File: config.mk
export PLATFORM = sky130hd
export DESIGN_NAME = axi_rd_arbiter
export DESIGN_NICKNAME = d
export VERILOG_FILES = /design/src/rtl/axi_pkg.sv /design/src/rtl/rr_arb2.sv /design/src/rtl/axi_rd_arbiter.sv
export SDC_FILE = /design/constraint.sdc
export NUM_CORES = 1
export LEC_CHECK = 0
export BUFFER_PORTS_ARGS = -buffer_cell sky130_fd_sc_hd__buf_2
export CORE_AREA = 2 2 97 99
export CTS_CLUSTER_SIZE = 8
export DETAILED_ROUTE_END_ITERATION = 12
export DIE_AREA = 0 0 99 101
export PLACE_DENSITY_LB_ADDON = 0.12
export RECOVER_POWER = 50
export SLEW_MARGIN = 10
export SYNTH_ARGS = -nofsm -noshare
export SYNTH_HDL_FRONTEND = slang
export SYNTH_SLANG_ARGS = --single-unit
File: constraint.sdc
create_clock -name clk -period 2.7 [get_ports clk]
set_input_delay 0.54 -clock clk [delete_from_list [all_inputs] [get_ports clk]]
set_output_delay 0.54 -clock clk [all_outputs]
set_load 0.03 [all_outputs]
File: src/rtl/axi_pkg.sv
// Shared AXI read-side constants and types for the read arbiter.
package axi_pkg;

  localparam logic [2:0] AXI_SIZE_4B    = 3'b010;
  localparam logic [1:0] AXI_BURST_INCR = 2'b01;

  typedef enum logic [1:0] {
    IDLE = 2'd0,
    ADDR = 2'd1,
    DATA = 2'd2
  } rd_state_t;

  // Requester identity; also the encoding of the round-robin last-grant bit.
  typedef enum logic {
    SRC_IC = 1'b0,
    SRC_DC = 1'b1
  } rd_src_t;

endpackage

File: src/rtl/rr_arb2.sv
// Two-input round-robin picker: combinational pick, 1-bit last-grant pointer
// updated only when the owner strobes upd_i.
module rr_arb2
  import axi_pkg::*;
(
  input  logic       clk,
  input  logic       rstn,
  input  logic [1:0] req_i,       // [0] icache, [1] dcache
  input  logic       upd_i,
  input  rd_src_t    upd_idx_i,
  output logic       gnt_valid_o,
  output rd_src_t    gnt_idx_o
);

  rd_src_t last_q, last_d;

  // Pointer next value: remember who was actually granted.
  always_comb begin
    last_d = last_q;
    if (upd_i) begin
      last_d = upd_idx_i;
    end
  end

  // Pointer register; reset points at icache so dcache wins the first tie.
  always_ff @(posedge clk) begin
    if (!rstn) begin
      last_q <= SRC_IC;
    end else begin
      last_q <= last_d;
    end
  end

  // Pick: a lone requester wins; on a tie the one not granted last wins.
  always_comb begin
    gnt_valid_o = |req_i;
    gnt_idx_o   = SRC_IC;
    unique case (req_i)
      2'b01:   gnt_idx_o = SRC_IC;
      2'b10:   gnt_idx_o = SRC_DC;
      2'b11:   gnt_idx_o = (last_q == SRC_IC) ? SRC_DC : SRC_IC;
      default: gnt_idx_o = SRC_IC;
    endcase
  end

endmodule

File: src/rtl/axi_rd_arbiter.sv
// Shares one AXI4 read channel between icache and dcache. One transaction
// outstanding; AR is registered, R beats are steered to the winner.
module axi_rd_arbiter
  import axi_pkg::*;
#(
  parameter int unsigned ID_W  = 4,
  parameter int unsigned IC_ID = 0,
  parameter int unsigned DC_ID = 1
) (
  input  logic            clk,
  input  logic            rstn,
  // icache port
  input  logic            ic_r_req,
  input  logic [31:0]     ic_r_addr,
  input  logic [7:0]      ic_r_length,
  input  logic            ic_r_data_ready,
  output logic            ic_r_rdy,
  output logic            ic_ret_valid,
  output logic            ic_ret_last,
  output logic [31:0]     ic_r_data,
  // dcache port
  input  logic            dc_r_req,
  input  logic [31:0]     dc_r_addr,
  input  logic [7:0]      dc_r_length,
  input  logic            dc_r_data_ready,
  output logic            dc_r_rdy,
  output logic            dc_ret_valid,
  output logic            dc_ret_last,
  output logic [31:0]     dc_r_data,
  // AXI AR
  output logic            arvalid,
  input  logic            arready,
  output logic [31:0]     araddr,
  output logic [7:0]      arlen,
  output logic [ID_W-1:0] arid,
  output logic [2:0]      arsize,
  output logic [1:0]      arburst,
  // AXI R
  input  logic            rvalid,
  output logic            rready,
  input  logic [31:0]     rdata,
  input  logic [ID_W-1:0] rid,
  input  logic            rlast,
  input  logic [1:0]      rresp,
  output logic            err
);

  rd_state_t       state_q, state_d;
  rd_src_t         win_q, win_d;
  logic [31:0]     araddr_q, araddr_d;
  logic [7:0]      arlen_q, arlen_d;
  logic [ID_W-1:0] arid_q, arid_d;
  logic [7:0]      cnt_q, cnt_d;
  logic            err_q, err_d;

  logic            arb_valid;
  rd_src_t         arb_idx;
  logic            arb_upd;
  logic            sel_ready;
  logic            beat_done;

  rr_arb2 u_rr_arb2 (
    .clk         (clk),
    .rstn        (rstn),
    .req_i       ({dc_r_req, ic_r_req}),
    .upd_i       (arb_upd),
    .upd_idx_i   (win_q),
    .gnt_valid_o (arb_valid),
    .gnt_idx_o   (arb_idx)
  );

  // Winner's data-ready and the beat-completion condition.
  always_comb begin
    sel_ready = (win_q == SRC_DC) ? dc_r_data_ready : ic_r_data_ready;
    beat_done = (state_q == DATA) && rvalid && sel_ready;
  end

  // State register.
  always_ff @(posedge clk) begin
    if (!rstn) begin
      state_q <= IDLE;
    end else begin
      state_q <= state_d;
    end
  end

  // Next-state: IDLE -> ADDR on any request, ADDR -> DATA on handshake,
  // DATA -> IDLE on the completing rlast beat.
  always_comb begin
    state_d = state_q;
    unique case (state_q)
      IDLE:    if (arb_valid)           state_d = ADDR;
      ADDR:    if (arready)             state_d = DATA;
      DATA:    if (beat_done && rlast)  state_d = IDLE;
      default:                          state_d = IDLE;
    endcase
  end

  // Outputs: AR valid in ADDR, R steering in DATA, r_rdy pulse on handshake.
  always_comb begin
    arvalid      = 1'b0;
    rready       = 1'b0;
    arb_upd      = 1'b0;
    ic_r_rdy     = 1'b0;
    dc_r_rdy     = 1'b0;
    ic_ret_valid = 1'b0;
    ic_ret_last  = 1'b0;
    dc_ret_valid = 1'b0;
    dc_ret_last  = 1'b0;
    ic_r_data    = '0;
    dc_r_data    = '0;
    unique case (state_q)
      ADDR: begin
        arvalid = 1'b1;
        if (arready) begin
          arb_upd = 1'b1;
          if (win_q == SRC_DC) dc_r_rdy = 1'b1;
          else                 ic_r_rdy = 1'b1;
        end
      end
      DATA: begin
        rready    = sel_ready;
        ic_r_data = rdata;
        dc_r_data = rdata;
        if (win_q == SRC_DC) begin
          dc_ret_valid = rvalid;
          dc_ret_last  = rlast;
        end else begin
          ic_ret_valid = rvalid;
          ic_ret_last  = rlast;
        end
      end
      default: ;
    endcase
  end

  // Datapath next values: latch the winner's request in IDLE; count beats and
  // flag response errors, rid mismatches and misplaced/missing rlast.
  always_comb begin
    win_d    = win_q;
    araddr_d = araddr_q;
    arlen_d  = arlen_q;
    arid_d   = arid_q;
    cnt_d    = cnt_q;
    err_d    = err_q;
    if ((state_q == IDLE) && arb_valid) begin
      win_d = arb_idx;
      cnt_d = '0;
      if (arb_idx == SRC_DC) begin
        araddr_d = dc_r_addr;
        arlen_d  = dc_r_length;
        arid_d   = ID_W'(DC_ID);
      end else begin
        araddr_d = ic_r_addr;
        arlen_d  = ic_r_length;
        arid_d   = ID_W'(IC_ID);
      end
    end
    if (beat_done) begin
      cnt_d = cnt_q + 8'd1;
      if (rresp != 2'b00)                 err_d = 1'b1;
      if (rid != arid_q)                  err_d = 1'b1;
      if (rlast != (cnt_q == arlen_q))    err_d = 1'b1;
    end
  end

  // Datapath registers.
  always_ff @(posedge clk) begin
    if (!rstn) begin
      win_q    <= SRC_IC;
      araddr_q <= '0;
      arlen_q  <= '0;
      arid_q   <= '0;
      cnt_q    <= '0;
      err_q    <= 1'b0;
    end else begin
      win_q    <= win_d;
      araddr_q <= araddr_d;
      arlen_q  <= arlen_d;
      arid_q   <= arid_d;
      cnt_q    <= cnt_d;
      err_q    <= err_d;
    end
  end

  // Port-level drive of registered AR fields and fixed attributes.
  always_comb begin
    araddr  = araddr_q;
    arlen   = arlen_q;
    arid    = arid_q;
    arsize  = AXI_SIZE_4B;
    arburst = AXI_BURST_INCR;
    err     = err_q;
  end

endmodule

==> impl_results.md <==
- GR Overflow Total: 0
- CP Cell Sequence: nor2b_1, buf_4, and2_1, and2_1, buf_2
- Fmax: approximately 440 MHz
- Post-synth cell types: 48
- DRT Wirelength: ~9000 um
- Post-Syn Area: approximately 3400 sq um
- Synth top area cells: dfxtp_1 (31%), a211oi_2 (15%), mux2i_1 (12%)
- Slowest-stage cell, CP: dfxtp_1
- Power Density: 509 nW/um^2
- Cts hold-fix bufs: 0
- Sink Count: 53
- Setup crit start: state_q[1]
- Fin crit share: ~84%
- Slew Limit Fails: 0
- Avg Cell Area, Syn: around 9.5 sq um
- Antenna Violating Nets Remaining: 0
- Vias in the first global route: roughly 2900
- Biggest cell delay along the critical path: 0.52 ns
- Share of the synthesized area in the top cell type: 31.3%
- Largest area contributor in the netlist: dfxtp_1
- Die Width: slightly below 100 um
- Worst Skew: 0.00877 ns
- 1st-iter DRT viols: 57
- Layout area overhead: 26.9%
- FFs w/ async S/R, synth: 0%
- Synth warn: 0
- Status: finished, final reports clean
- Endpoints failing hold: 0
- Antenna diodes: 0
- # IOs: around 250
- MaxCap Viol Count: 0
- CP endpoint kind: primary output
- Initial antenna violation count: 0
- Yosys reg bits: 53
- Post-route minimum period: 2.27 ns
- R2r endpoint: cnt_q[1]
- Post-Layout Cell Count: between 600 and 700
- Reg clk slew, reported paths: about 0.09 ns
- Hpwl dp: 7050 um
- CTS resizes: 0
- Slew @ Worst Pin: between 0.9 and 1 ns
- Wire length per cell: approximately 14 um
- Worst reg-to-reg path cell count: 4
- Core Area: ~9000 sq um
- Leak Pwr: ~2.2 nW
- Critical path capture point: dc_ret_valid
- Nets: approximately 680
- Top FF cell, synth: dfxtp_1
- Routability cong.: between 0.7 and 0.8
- Reg2Reg Setup Slack: between 0.8 and 0.9 ns
- Area of the die: around 10000 sq um
- DRC: 0
- Layout cells sized above 1: a little under half
- CTS Buf Count: 5
- Pin count of the biggest net entering global routing: between 80 and 90
- # Post-CTS Setup Buffers: 0
- Total Routing Usage GR: between 10% and 20%
- Dpl cells: about 650
- Initial cell density of the core: a little under two fifths
- TNS Setup: 0 ns
- First-pass GRT wire length: ~14000 um
- CTS max path bufs: 2
- CTS tree: built
- Worst r2r src: state_q[1]
- Worst endpoint required time: between 2 and 2.5 ns
- EDFF count, synth: 0
- Register area share after synthesis: about 31%
- Crit-path max FO: 35
- Die H: about 100 um
- RSZ-0062 raised after global routing: false
- Hold WC Path Type: flip-flop to flip-flop
- Startpoint types: flip-flop
- Total chip power: 0.00219 W
- Via/cell ratio: between 4 and 5
- Via Count: ~3100
- First-pass detailed-route iteration total: 4
- Final setup violation count: 0
- Clk root buf: clkbuf_8
- Clock network latency to the later pin of the worst-skew pair: roughly 0.30 ns
- Mapped Cells: approximately 360
- Critical Path AT: about 1.7 ns
- Rows: 35
- Most used cell, CP: and2_1
- H-tree depth: 2
- I/O Buffers: 240
- Peak supply drop: approximately 0.27 mV
- Max_slew headroom: a little over a third
- Critical path class: flip-flop to primary output
kinds of logic after synthesis:
logic type      Yosys count  synth area share (%)
simple gates            118                  19.0
xor+xnor                 12                  3.10
fa+ha+maj                 1                 0.369
compound gates           62                  19.1
other cells               2                 0.221
mux                      42                  12.8
buf+inv                  66                  14.2
flops                    53                  31.3
synthesized netlist by cell type (all sizes together), types with 3 or more instances:
master,count
a211oi,42
xor2,8
mux2i,41
o21ai,3
nor4,4
dfxtp,53
nand3,4
and2,34
and3,3
nor3,4
nor2,51
xnor2,4
nand2,7
buf,57
clkbuf,8
a21oi,9
cell usage in the layout, fill, tap and decap left out, drive strengths merged, types with 2 or more instances in the layout:
cell	netlist	routed
o21ai	3	3
buf	57	203
clkbuf	8	48
nand3b	2	2
xor2	8	8
and2	34	34
mux2i	41	41
nor4	4	4
nor2	51	51
xnor2	4	4
dfxtp	53	53
a21oi	9	9
nor3	4	4
a211oi	42	42
nand2	7	7
nand3	4	4
and3	3	3
clkinv	0	2
conb	2	8
nor3b	2	2
area by class of cell:
class	count	area [sq um]
Clock inverter	2	13.8
Inverter	1	3.75
Fill cell	906	4670
Tap cell	111	139
Sequential cell	53	1060
Multi-Input combinational cell	243	1800
Timing Repair Buffer	245	1200
Clock buffer	6	82.6
report_power, final:
group | leakage (nW) | internal, W | switching (W)
Clock | 0.0512 | 0.000209 | 0.000270
Sequential | 0.438 | 0.000863 | 0.0000566
Combinational | 1.72 | 0.000266 | 0.000525
layer usage:
layer  wire length, um  global-route usage [%]  vias up
met2              4630                    32.0      146
met5                 0                       0        -
met4                53                    3.27        0
li1                  -                       -     1576
met1              3600                    20.1     1377
met3               732                    4.51        4
registers in the layout (all words and copies together), names as in the netlist:
| register | count |
|---|---|
| araddr | 32 |
| arlen | 8 |
| cnt_q | 8 |
| state_q | 2 |
| err | 1 |
| u_rr_arb2.last_q | 1 |
| win_q | 1 |
worst min-delay path by stage:
stage | from | endpoint | slack [ns] | depth (start not counted)
finish | araddr[25] | araddr[25] | 0.51 | 2
floorplan | u_rr_arb2.last_q | u_rr_arb2.last_q | 0.45 | 2
detailed placement | araddr[26] | araddr[26] | 0.50 | 2
CTS | rstn | cnt_q[1] | 0.51 | 2
global route | rstn | cnt_q[1] | 0.50 | 2
global placement | araddr[26] | araddr[26] | 0.49 | 2
critical path, delay by kind of cell (launching register included):
family / cells / cell delay (ns)
buf+inv: 2 / 0.46
flops: 1 / 0.52
simple gates: 3 / 0.45
through the flow:
| step | hold WS (ns) | worst slack, ns | utilization [%] | instance area, sq um |
|---|---|---|---|---|
| floorplan | 0.452 | 0.588 | - | 3410 |
| global placement | 0.485 | 0.803 | 48.5 | 4350 |
| detailed placement | 0.505 | 0.735 | 48.5 | 4350 |
| CTS | 0.512 | 0.393 | 49.5 | 4450 |
| global route | 0.500 | 0.267 | 47.9 | 4300 |
| finish | 0.506 | 0.426 | 47.9 | 4300 |
Power figures use the tool's default switching activity.
